`src/rtl/inv_key_schedule_pkg.sv`:
```
// Shared types and constants for the AES-128 inverse key schedule.
// Rounds count down from LAST_ROUND to 0.
package inv_key_schedule_pkg;

  typedef enum logic {
    IDLE = 1'b0,
    EMIT = 1'b1
  } state_e;

  typedef logic [127:0] key_t;
  typedef logic [31:0]  word_t;
  typedef logic [3:0]   round_t;

  localparam round_t LAST_ROUND = 4'd10;

  // Word 0 sits in the most significant 32 bits of a 128-bit key.
  localparam int WORD_W = 32;
  localparam int W0_LSB = 96;
  localparam int W1_LSB = 64;
  localparam int W2_LSB = 32;
  localparam int W3_LSB = 0;

endpackage

```
`src/rtl/inv_key_schedule_if.sv`:
```
// Request/round-key stream bundle between a key consumer (master)
// and the inverse key schedule (slave).
interface inv_key_schedule_if;
  import inv_key_schedule_pkg::*;

  logic   start;
  key_t   key_in;
  logic   busy;
  key_t   rk_out;
  round_t rk_num;
  logic   rk_valid;
  logic   rk_ready;
  logic   done;

  modport master (
    output start, key_in, rk_ready,
    input  busy, rk_out, rk_num, rk_valid, done
  );

  modport slave (
    input  start, key_in, rk_ready,
    output busy, rk_out, rk_num, rk_valid, done
  );

endinterface

```
`src/rtl/rcon.sv`:
```
// AES-128 round constant for round r (1..10), placed in the top byte.
module rcon (
  input  logic [3:0]  r,
  output logic [31:0] rcon_out
);

  logic [7:0] rc;

  always_comb begin
    case (r)
      4'd1:    rc = 8'h01;
      4'd2:    rc = 8'h02;
      4'd3:    rc = 8'h04;
      4'd4:    rc = 8'h08;
      4'd5:    rc = 8'h10;
      4'd6:    rc = 8'h20;
      4'd7:    rc = 8'h40;
      4'd8:    rc = 8'h80;
      4'd9:    rc = 8'h1b;
      4'd10:   rc = 8'h36;
      default: rc = 8'h00;
    endcase
  end

  assign rcon_out = {rc, 24'h000000};

endmodule

```
`src/rtl/subbyte.sv`:
```
// AES SubWord: four parallel S-boxes, each computed as GF(2^8) inverse
// followed by the affine transform.
module subbyte (
  input  logic [31:0] sbox_in,
  output logic [31:0] sbox_out
);

  function automatic logic [7:0] gf_mul(input logic [7:0] a, input logic [7:0] b);
    logic [7:0] x;
    logic [7:0] y;
    logic [7:0] p;
    x = a;
    y = b;
    p = 8'h00;
    for (int i = 0; i < 8; i++) begin
      if (y[0]) p = p ^ x;
      x = {x[6:0], 1'b0} ^ (x[7] ? 8'h1b : 8'h00);
      y = {1'b0, y[7:1]};
    end
    return p;
  endfunction

  // Inverse as b^254 = b^2 * b^4 * ... * b^128; maps 0 to 0 as AES requires.
  function automatic logic [7:0] sbox(input logic [7:0] b);
    logic [7:0] pw;
    logic [7:0] inv;
    pw  = b;
    inv = 8'h01;
    for (int i = 0; i < 7; i++) begin
      pw  = gf_mul(pw, pw);
      inv = gf_mul(inv, pw);
    end
    return inv ^ {inv[6:0], inv[7]} ^ {inv[5:0], inv[7:6]}
               ^ {inv[4:0], inv[7:5]} ^ {inv[3:0], inv[7:4]} ^ 8'h63;
  endfunction

  for (genvar gi = 0; gi < 4; gi++) begin : g_byte
    assign sbox_out[gi*8 +: 8] = sbox(sbox_in[gi*8 +: 8]);
  end

endmodule

```
`src/rtl/inv_key_schedule.sv`:
```
// Walks the AES-128 key schedule backwards from the round-10 key,
// emitting one round key per accepted handshake down to round 0.
module inv_key_schedule
  import inv_key_schedule_pkg::*;
(
  input  logic              clk,
  input  logic              rst,
  inv_key_schedule_if.slave bus
);

  state_e state_q, state_d;
  key_t   key_q, key_d;
  round_t num_q, num_d;
  logic   done_q, done_d;

  word_t k0, k1, k2, k3;
  word_t p0, p1, p2, p3;
  word_t rot_p3, sub_p3, rcon_w;
  key_t  prev_key;

  // Previous-round key datapath: words 1..3 are pure XOR chains, word 0
  // needs SubWord(RotWord(P3)) and the constant of the current round.
  assign k0     = key_q[W0_LSB +: WORD_W];
  assign k1     = key_q[W1_LSB +: WORD_W];
  assign k2     = key_q[W2_LSB +: WORD_W];
  assign k3     = key_q[W3_LSB +: WORD_W];
  assign p3     = k3 ^ k2;
  assign p2     = k2 ^ k1;
  assign p1     = k1 ^ k0;
  assign rot_p3 = {p3[23:0], p3[31:24]};

  subbyte u_subbyte (
    .sbox_in  (rot_p3),
    .sbox_out (sub_p3)
  );

  rcon u_rcon (
    .r        (num_q),
    .rcon_out (rcon_w)
  );

  always_comb begin
    p0       = k0 ^ sub_p3 ^ rcon_w;
    prev_key = {p0, p1, p2, p3};
  end

  always_ff @(posedge clk) begin
    if (rst) begin
      state_q <= IDLE;
      key_q   <= '0;
      num_q   <= '0;
      done_q  <= 1'b0;
    end else begin
      state_q <= state_d;
      key_q   <= key_d;
      num_q   <= num_d;
      done_q  <= done_d;
    end
  end

  always_comb begin
    state_d = state_q;
    key_d   = key_q;
    num_d   = num_q;
    done_d  = 1'b0;
    unique case (state_q)
      IDLE: begin
        if (bus.start) begin
          key_d   = bus.key_in;
          num_d   = LAST_ROUND;
          state_d = EMIT;
        end
      end
      EMIT: begin
        if (bus.rk_ready) begin
          if (num_q != 4'd0) begin
            key_d = prev_key;
            num_d = num_q - 4'd1;
          end else begin
            state_d = IDLE;
            done_d  = 1'b1;
          end
        end
      end
      default: state_d = IDLE;
    endcase
  end

  always_comb begin
    bus.busy     = (state_q == EMIT);
    bus.rk_valid = (state_q == EMIT);
    bus.rk_out   = key_q;
    bus.rk_num   = num_q;
    bus.done     = done_q;
  end

endmodule

```
`src/flat_wrapper.sv`:
```
// flat-port wrapper written by rule: the top's interface ports become plain ports
module inv_key_schedule_flat import inv_key_schedule_pkg::*;
  (clk, rst, bus_start, bus_key_in, bus_rk_ready, bus_busy, bus_rk_out, bus_rk_num, bus_rk_valid, bus_done);
  inv_key_schedule_if bus_i ();
  input  logic clk;
  input  logic rst;
  input wire logic [$bits(bus_i.start)-1:0] bus_start;
  input wire logic [$bits(bus_i.key_in)-1:0] bus_key_in;
  input wire logic [$bits(bus_i.rk_ready)-1:0] bus_rk_ready;
  output wire logic [$bits(bus_i.busy)-1:0] bus_busy;
  output wire logic [$bits(bus_i.rk_out)-1:0] bus_rk_out;
  output wire logic [$bits(bus_i.rk_num)-1:0] bus_rk_num;
  output wire logic [$bits(bus_i.rk_valid)-1:0] bus_rk_valid;
  output wire logic [$bits(bus_i.done)-1:0] bus_done;
  assign bus_i.start = bus_start;
  assign bus_i.key_in = bus_key_in;
  assign bus_i.rk_ready = bus_rk_ready;
  assign bus_busy = bus_i.busy;
  assign bus_rk_out = bus_i.rk_out;
  assign bus_rk_num = bus_i.rk_num;
  assign bus_rk_valid = bus_i.rk_valid;
  assign bus_done = bus_i.done;
  inv_key_schedule u_core (.clk(clk), .rst(rst), .bus(bus_i));
endmodule
```
`config.mk`:
```
export PLATFORM = sky130hd
export DESIGN_NAME = inv_key_schedule_flat
export DESIGN_NICKNAME = d
export VERILOG_FILES = /design/src/rtl/inv_key_schedule_pkg.sv /design/src/rtl/inv_key_schedule_if.sv /design/src/rtl/rcon.sv /design/src/rtl/subbyte.sv /design/src/rtl/inv_key_schedule.sv /design/src/flat_wrapper.sv
export SDC_FILE = /design/constraint.sdc
export NUM_CORES = 2
export LEC_CHECK = 0
export ABC_AREA = 0
export BUFFER_PORTS_ARGS = -buffer_cell sky130_fd_sc_hd__buf_2
export CORE_MARGIN = 5
export CORE_UTILIZATION = 30
export DETAILED_ROUTE_END_ITERATION = 8
export SYNTH_ARGS = -nofsm -noshare
export SYNTH_HDL_FRONTEND = slang
export SYNTH_SLANG_ARGS = --single-unit
export TNS_END_PERCENT = 50
```
`constraint.sdc`:
```
create_clock -name clk -period 17.06 [get_ports clk]
set_input_delay 4.265 -clock clk [delete_from_list [all_inputs] [get_ports clk]]
set_output_delay 4.265 -clock clk [all_outputs]
set_load 0.02 [all_outputs]
```
Yosys cells after proc, flatten, opt, wreduce, memory -nomap -nowiden
Memory sizes are Yosys's and may differ from the RTL's. A register that Yosys moved wholly into a read port is not among the register bits.
Cells that the tools add are included.
Word-level totals
  bits in registers: 134
  memories kept: 1
  ROM bits: 128
  output and inout port bits: 135
Cells by class
  add/sub/neg operators: 1
  reductions and logical operators: 3
  muxes and demuxes: 827
  eq/ne operators: 3
  bitwise operators: 783
Memories
  (no name shown): words 16, width 8, read ports 1, clocked after memory_dff 1, wr ports 0, RTL line rcon.sv:10  | case (r)
Operators by type and width (count)
  2-to-1 mux 8 bit: 420
  bitwise XOR 8 bit: 380
  bitwise XOR 8 x 5 -> 8 bit: 364
  2-to-1 mux 5 bit: 368
  2-to-1 mux 128 bit: 3
  one-hot mux 128 bit (2 select lines): 1
  bitwise XOR 32 bit: 5
  2-to-1 mux 4 bit: 9
  2-to-1 mux 7 bit: 4
  inverter 1 bit (first input constant): 28
  2-to-1 mux 6 bit: 4
  inverter 4 bit: 4
  2-to-1 mux 3 bit: 4
  2-to-1 mux 1 bit: 8
  2-to-1 mux 2 bit: 4
  one-hot mux 4 bit (2 select lines): 1
  != test 2 bit (second input constant): 3
  nonzero test 4 bit: 1
  subtractor 4 x 1 -> 4 bit (second input constant): 1
  AND reduction 3 bit: 1
  OR reduction 3 bit: 1
  inverter 1 bit: 2
  one-hot mux 1 bit (2 select lines): 1

Logic depth before layout (Yosys ltp)
  word-level depth: 138
  depth in mapped cells: 69

Hierarchy
From an unflattened synthesis, not the netlist that was laid out.
Second synthesis, totals
  cell total of the unflattened synthesis: 9011
  area total of the unflattened synthesis: 66711.5 um^2
By module, submodules not included
  subbyte: times used 1, cells each 7927, sequential area each 0.0 um^2, area an instance 57337.5 um^2
  inv_key_schedule: times used 1, cells each 1041, sequential area each 2682.6 um^2, area an instance 9039.9 um^2
  rcon: times used 1, cells each 43, sequential area each 0.0 um^2, area an instance 334.1 um^2

Worst setup path after synthesis
Ideal clock, no wire load.
  path kind: reg2reg
  from: register u_core.key_q[55] (netlist: u_core.bus.rk_out[55])
  to: register u_core.key_q[121] (netlist: u_core.bus.rk_out[121])
  period minus slack after synthesis: 15.895 ns
  stages on the path, launching flop included: 66
  data arrival time: 15.836 ns
  buffers on the path: 11
  slack: 1.165 ns
  cells stage by stage: dfxtp_1 xnor2_2 inv_2 ha_1 nand2_1 xnor2_1 inv_1 clkbuf_1 buf_1 ha_1 clkbuf_1 nand2_1 xor2_1 xnor2_1 clkbuf_1 inv_1 clkbuf_1 clkbuf_1 (+30 left out) mux4_2 xnor2_1 and3_1 nor3_2 nor3_1 a41oi_1 o22a_1 buf_2 xnor3_1 xnor2_1 nor2_1 xnor2_1 xnor3_1 xnor2_1 xnor2_1 xnor3_1 a2111oi_2 a31o_1
On the way
  word-level cells in the longest chain between the ends: 135
  elaborated cells between the ends (all ways): 392
  those cells by class: mux: 202; bitwise: 190
RTL lines
  from (decl): RTL line inv_key_schedule.sv:12  | key_t key_q, key_d;
  from (signal assigned): RTL line inv_key_schedule.sv:55  | key_q <= key_d;
  bitwise XOR 32 bit *: RTL line inv_key_schedule.sv:27  | assign p3 = k3 ^ k2;
  2-to-1 mux 5 bit / 2-to-1 mux 8 bit (equally long branches): RTL line subbyte.sv:17, subbyte.sv:16
  bitwise XOR 8 x 5 -> 8 bit / bitwise XOR 8 bit (equally long branches): RTL line subbyte.sv:17, subbyte.sv:16
  bitwise XOR 8 bit / 2-to-1 mux 8 bit (equally long branches): RTL line subbyte.sv:16  | if (y[0]) p = p ^ x;
  2-to-1 mux 8 bit / bitwise XOR 8 bit (equally long branches): RTL line subbyte.sv:16
  bitwise XOR 8 bit / 2-to-1 mux 8 bit (equally long branches): RTL line subbyte.sv:16
  2-to-1 mux 8 bit / bitwise XOR 8 bit (equally long branches): RTL line subbyte.sv:16
  bitwise XOR 8 bit / 2-to-1 mux 8 bit (equally long branches): RTL line subbyte.sv:16
  (+117 left out)
  bitwise XOR 8 bit (2 in a row): RTL line subbyte.sv:33  | return inv ^ {inv[6:0], inv[7]} ^ {inv[5:0], inv[7:6]}
  bitwise XOR 8 bit: RTL line subbyte.sv:34  | ^ {inv[4:0], inv[7:5]} ^ {inv[3:0], inv[7:4]} ^ 8'h63;
  bitwise XOR 8 bit *: RTL line subbyte.sv:34
  inverter 4 bit (no source line) *
  bitwise XOR 32 bit * (2 in a row): RTL line inv_key_schedule.sv:43  | p0 = k0 ^ sub_p3 ^ rcon_w;
  2-to-1 mux 128 bit *: RTL line inv_key_schedule.sv:76  | if (num_q != 4'd0) begin
  2-to-1 mux 128 bit *: RTL line inv_key_schedule.sv:75  | if (bus.rk_ready) begin
  one-hot mux 128 bit (2 select lines) *: RTL line inv_key_schedule.sv:66  | unique case (state_q)
Every way passes the cells marked *; elsewhere a longest branch is shown, timed or not. The select of a mux whose other input is x is not followed.
A chain may end at the register's enable or synchronous reset.

Worst setup path after layout
  from: register u_core.key_q[47] (netlist: u_core.bus.rk_out[47])
  to: register u_core.key_q[114] (netlist: u_core.bus.rk_out[114])
On the way
  word-level cells in the longest chain between the ends: 134
  elaborated cells between the ends (all ways): 391
  those cells by class: mux: 202; bitwise: 189
RTL lines (RTL line)
  bitwise XOR 32 bit *: inv_key_schedule.sv:27
  2-to-1 mux 5 bit / 2-to-1 mux 8 bit (equally long branches): subbyte.sv:17, subbyte.sv:16
  bitwise XOR 8 x 5 -> 8 bit / bitwise XOR 8 bit (equally long branches): subbyte.sv:17, subbyte.sv:16
  bitwise XOR 8 bit / 2-to-1 mux 8 bit (equally long branches): subbyte.sv:16
  2-to-1 mux 8 bit / bitwise XOR 8 bit (equally long branches): subbyte.sv:16
  bitwise XOR 8 bit / 2-to-1 mux 8 bit (equally long branches): subbyte.sv:16
  2-to-1 mux 8 bit / bitwise XOR 8 bit (equally long branches): subbyte.sv:16
  bitwise XOR 8 bit / 2-to-1 mux 8 bit (equally long branches): subbyte.sv:16
  (+116 left out)
  2-to-1 mux 8 bit *: subbyte.sv:16
  bitwise XOR 8 bit (2 in a row): subbyte.sv:33
  bitwise XOR 8 bit: subbyte.sv:34
  bitwise XOR 8 bit *: subbyte.sv:34
  bitwise XOR 32 bit * (2 in a row): inv_key_schedule.sv:43
  2-to-1 mux 128 bit *: inv_key_schedule.sv:76
  2-to-1 mux 128 bit *: inv_key_schedule.sv:75
  one-hot mux 128 bit (2 select lines) *: inv_key_schedule.sv:66
Marked as above.

==> results_dict.tcl <==
set metrics [dict create \
    coreArea_um2 205000 \
    drtIter0Drc 5826 \
    clock_latency_ns 0.53 \
    cts_buffers 17 \
    layoutNonFillerInstCount 11450 \
    area.growth.synth_to_final_pct 11.78 \
    ys_seq_area_share_pct 4.594 \
    fillers 21570 \
    fin_crit_ns 16.29 \
    reg2reg_depth 56 \
    crit_slowest_cell "xor3_2" \
    cts_tree "done" \
    crit_top_cell "xnor2_1" \
    cts_sinks 142 \
    hold_violations 0 \
    syn-num-nets 8772 \
    crit_end "u_core.bus.rk_out[114]$_SDFFE_PP0P_" \
    fmax_mhz 61.38 \
    setup_viol 0 \
    reg2reg_to "u_core.bus.rk_out[114]$_SDFFE_PP0P_" \
    initial_core_util_pct 30.19 \
    synth_simple_gate_area_share_pct 21.76 \
    final_cell_area_um2 69170 \
    maxCapViolCount 0 \
    synth_edf_count 0 \
    drv_slew 0 \
    drcViolationCount 0 \
    synth_compound_area_share_pct 19.78 \
    viasPerCell 5.472 \
    cp_data_arrival_time_ns 16.66 \
    antenna_found_initial 12 \
    detail-route-antenna-nets 0 \
    yosys_warnings 0 \
    gr-total-overflow 0 \
    cp-start-kind "flip-flop" \
    synthFlopType "dfxtp_1" \
    endpoint_kind "flip-flop" \
    port_buffers 266 \
    final_common_cell "xnor2_1" \
    syn_inst 8616 \
    dp.cells 11360 \
    startpoint "u_core.bus.rk_out[47]$_SDFFE_PP0P_" \
    globalplace.congestion 0.9136 \
    synth.distinct_cells 121 \
    outcome "finished clean" \
    slew_headroom_pct 7.629 \
    die_w_um 464.2 \
    cts.clk_slew.worst_paths_ns 0.07 \
    slowest_delay_ns 0.75 \
    path_class "flip-flop to flip-flop" \
    synthMuxAreaShare_pct 4.000 \
    rsz0062_at_grt "true" \
    drive_above_1_share_pct 12.83 \
    yosys.area_share.adder_pct 0.5500 \
    timing.reg2reg.setup_slack_ns 0.77 \
    required_ns 17.43 \
    syn-cell-area_um2 61880 \
    yosys_register_bits 142 \
    first_pass_iters 7 \
    synth_top_family_by_area "XOR/XNOR gates" \
    layout_common_cells "xnor2_1 (1579), nor2_1 (1225), nand2_1 (975)" \
    fin_nets 8890 \
    async_flop_share_pct 0 \
    wl_per_cell_um 19.22 \
    wl_mm 220.1 \
    htreeDepth 4 \
    tightest_slew_ns 1.376 \
    via_count 62650 \
    crit_fanout 12 \
    placed_area_um2 67410 \
    timing.rr.start "u_core.bus.rk_out[47]$_SDFFE_PP0P_" \
    grt_max_degree 76 \
    io_pins 267 \
    fin_worst_skew_ns 0.01910 \
    hpwl_mm 164.1 \
    clockBufferDepth 2 \
    rows 166 \
    hp-class "flip-flop to flip-flop" \
    die-area_um2 215400 \
    min_period_over_period_pct 95.50 \
    clock-root-buffer "clkbuf_16" \
    avgSynthCellArea_um2 7.182 \
    die_y_um 464.2 \
    grt_pass1_vias 58450 \
    grt_pass1_wl_mm 340.6 \
    synthXorXnorAreaFrac_pct 44.88 \
    grt_util_all_layers_pct 19.20 \
]
[layout make-up]
class | instances | area (um^2) | share of cell area [%]
Tap cell | 2688 | 3363 | 4.862
Sequential cell | 142 | 2848 | 4.117
Antenna cell | 15 | 37.54 | 0.05427
Multi-Input combinational cell | 7798 | 57450 | 83.06
Timing Repair Buffer | 688 | 4543 | 6.568
Clock buffer | 18 | 439.2 | 0.6349
Inverter | 87 | 329.1 | 0.4757
Clock inverter | 13 | 157.7 | 0.2279
[worst max-delay path, delay by kind of cell (launching register included)]
family	cells	cell delay, ns
xor gates and xnor gates	30	9.82
AOI/OAI and AO/OA	6	1.54
and+or+nand+nor	10	1.50
adders and majority gates	3	1.34
muxes	4	0.94
DFF	1	0.49
buffers and inverters	3	0.48
[state kept, by name, summed over array words and instances (netlist names)]
register / flops
u_core.bus.done: 1
u_core.bus.busy: 1
u_core.bus.rk_num: 4
u_core.bus.rk_out: 128
u_core.u_rcon.rc: 8
[kinds of logic (layout without fill, tap and decap cells)]
logic type / after synthesis / in the layout
xor+xnor: 2535 / 2536
fa+ha+maj: 28 / 28
simple gates: 3097 / 3097
flops: 142 / 142
compound gates: 1901 / 1901
other cells: 0 / 15
mux: 236 / 236
buf+inv: 677 / 806
[timing repair]
action | 4_1_cts | 5_1_grt
resized for setup | 6 | 94
gates cloned | 0 | 1
hold buffers | 0 | 0
buffers inserted | 1 | 44
setup endpoints to repair | 11 | 32
pin swaps | 1 | 16
[layer usage]
layer  up-vias  wire length, um  global-route usage, %
li1      30060                -                      -
met1     30040            92500                  24.31
met4         0            12510                  10.58
met2      2167           103800                  32.18
met5         -                0                      0
met3       379            11270                  1.661
[cell usage after synthesis, drive strengths merged (19+ instances only)]
cell type	number	area share (%)
a211o	26	0.37
a211oi	98	1.2
a21o	22	0.27
a21oi	566	4.6
a221oi	42	0.60
a22o	19	0.27
a22oi	62	0.75
a31oi	64	0.68
a32oi	21	0.30
and2	54	0.55
and3	56	0.57
buf	170	1.4
clkbuf	420	2.5
dfxtp	142	4.6
ha	24	0.49
inv	77	0.47
mux2	47	0.86
mux2i	186	3.0
nand2	978	5.9
nand2b	55	0.56
nand3	195	1.6
nand4	41	0.41
nor2	1233	7.5
nor2b	52	0.53
nor3	255	2.1
nor3b	20	0.25
nor4	49	0.56
o211ai	101	1.2
o21a	31	0.38
o21ai	431	3.5
o221ai	26	0.37
o22ai	105	1.1
o2bb2ai	47	0.67
o31ai	29	0.38
o32ai	28	0.40
or2	29	0.29
or3	41	0.41
xnor2	1765	26
xnor3	284	10
xor2	455	6.8
xor3	31	1.2
[how the worst min path moves through the flow]
stage,slack [ns],endpoint,startpoint,cells after the start
floorplan,0.55,u_core.bus.rk_out[21]$_SDFFE_PP0P_,u_core.bus.rk_out[21]$_SDFFE_PP0P_,2
global placement,0.46,u_core.bus.rk_out[21]$_SDFFE_PP0P_,u_core.bus.rk_out[21]$_SDFFE_PP0P_,2
detailed placement,0.48,u_core.bus.rk_out[10]$_SDFFE_PP0P_,u_core.bus.rk_out[10]$_SDFFE_PP0P_,2
CTS,0.49,u_core.bus.rk_out[10]$_SDFFE_PP0P_,u_core.bus.rk_out[10]$_SDFFE_PP0P_,2
global route,0.51,u_core.bus.rk_out[21]$_SDFFE_PP0P_,u_core.bus.rk_out[21]$_SDFFE_PP0P_,2
finish,0.49,u_core.bus.rk_out[4]$_SDFFE_PP0P_,u_core.bus.rk_out[4]$_SDFFE_PP0P_,2
[per-stage QoR]
step	hold slack, ns	worst slack [ns]	util, %	TNS (ns)
3_3_place_gp	0.4627	-0.3662	32.88	-2.049
4_1_cts	0.4927	0.0005951	33.20	0
6_report	0.4879	0.7675	33.74	0
3_5_place_dp	0.4816	-0.5974	32.88	-3.801
5_1_grt	0.5105	-0.1414	33.74	-0.3971
2_1_floorplan	0.5533	1.165	-	0
Power is left out: the tool's default activity adds up to more than one toggle a clock period on the data nets, which glitch-free logic cannot reach.
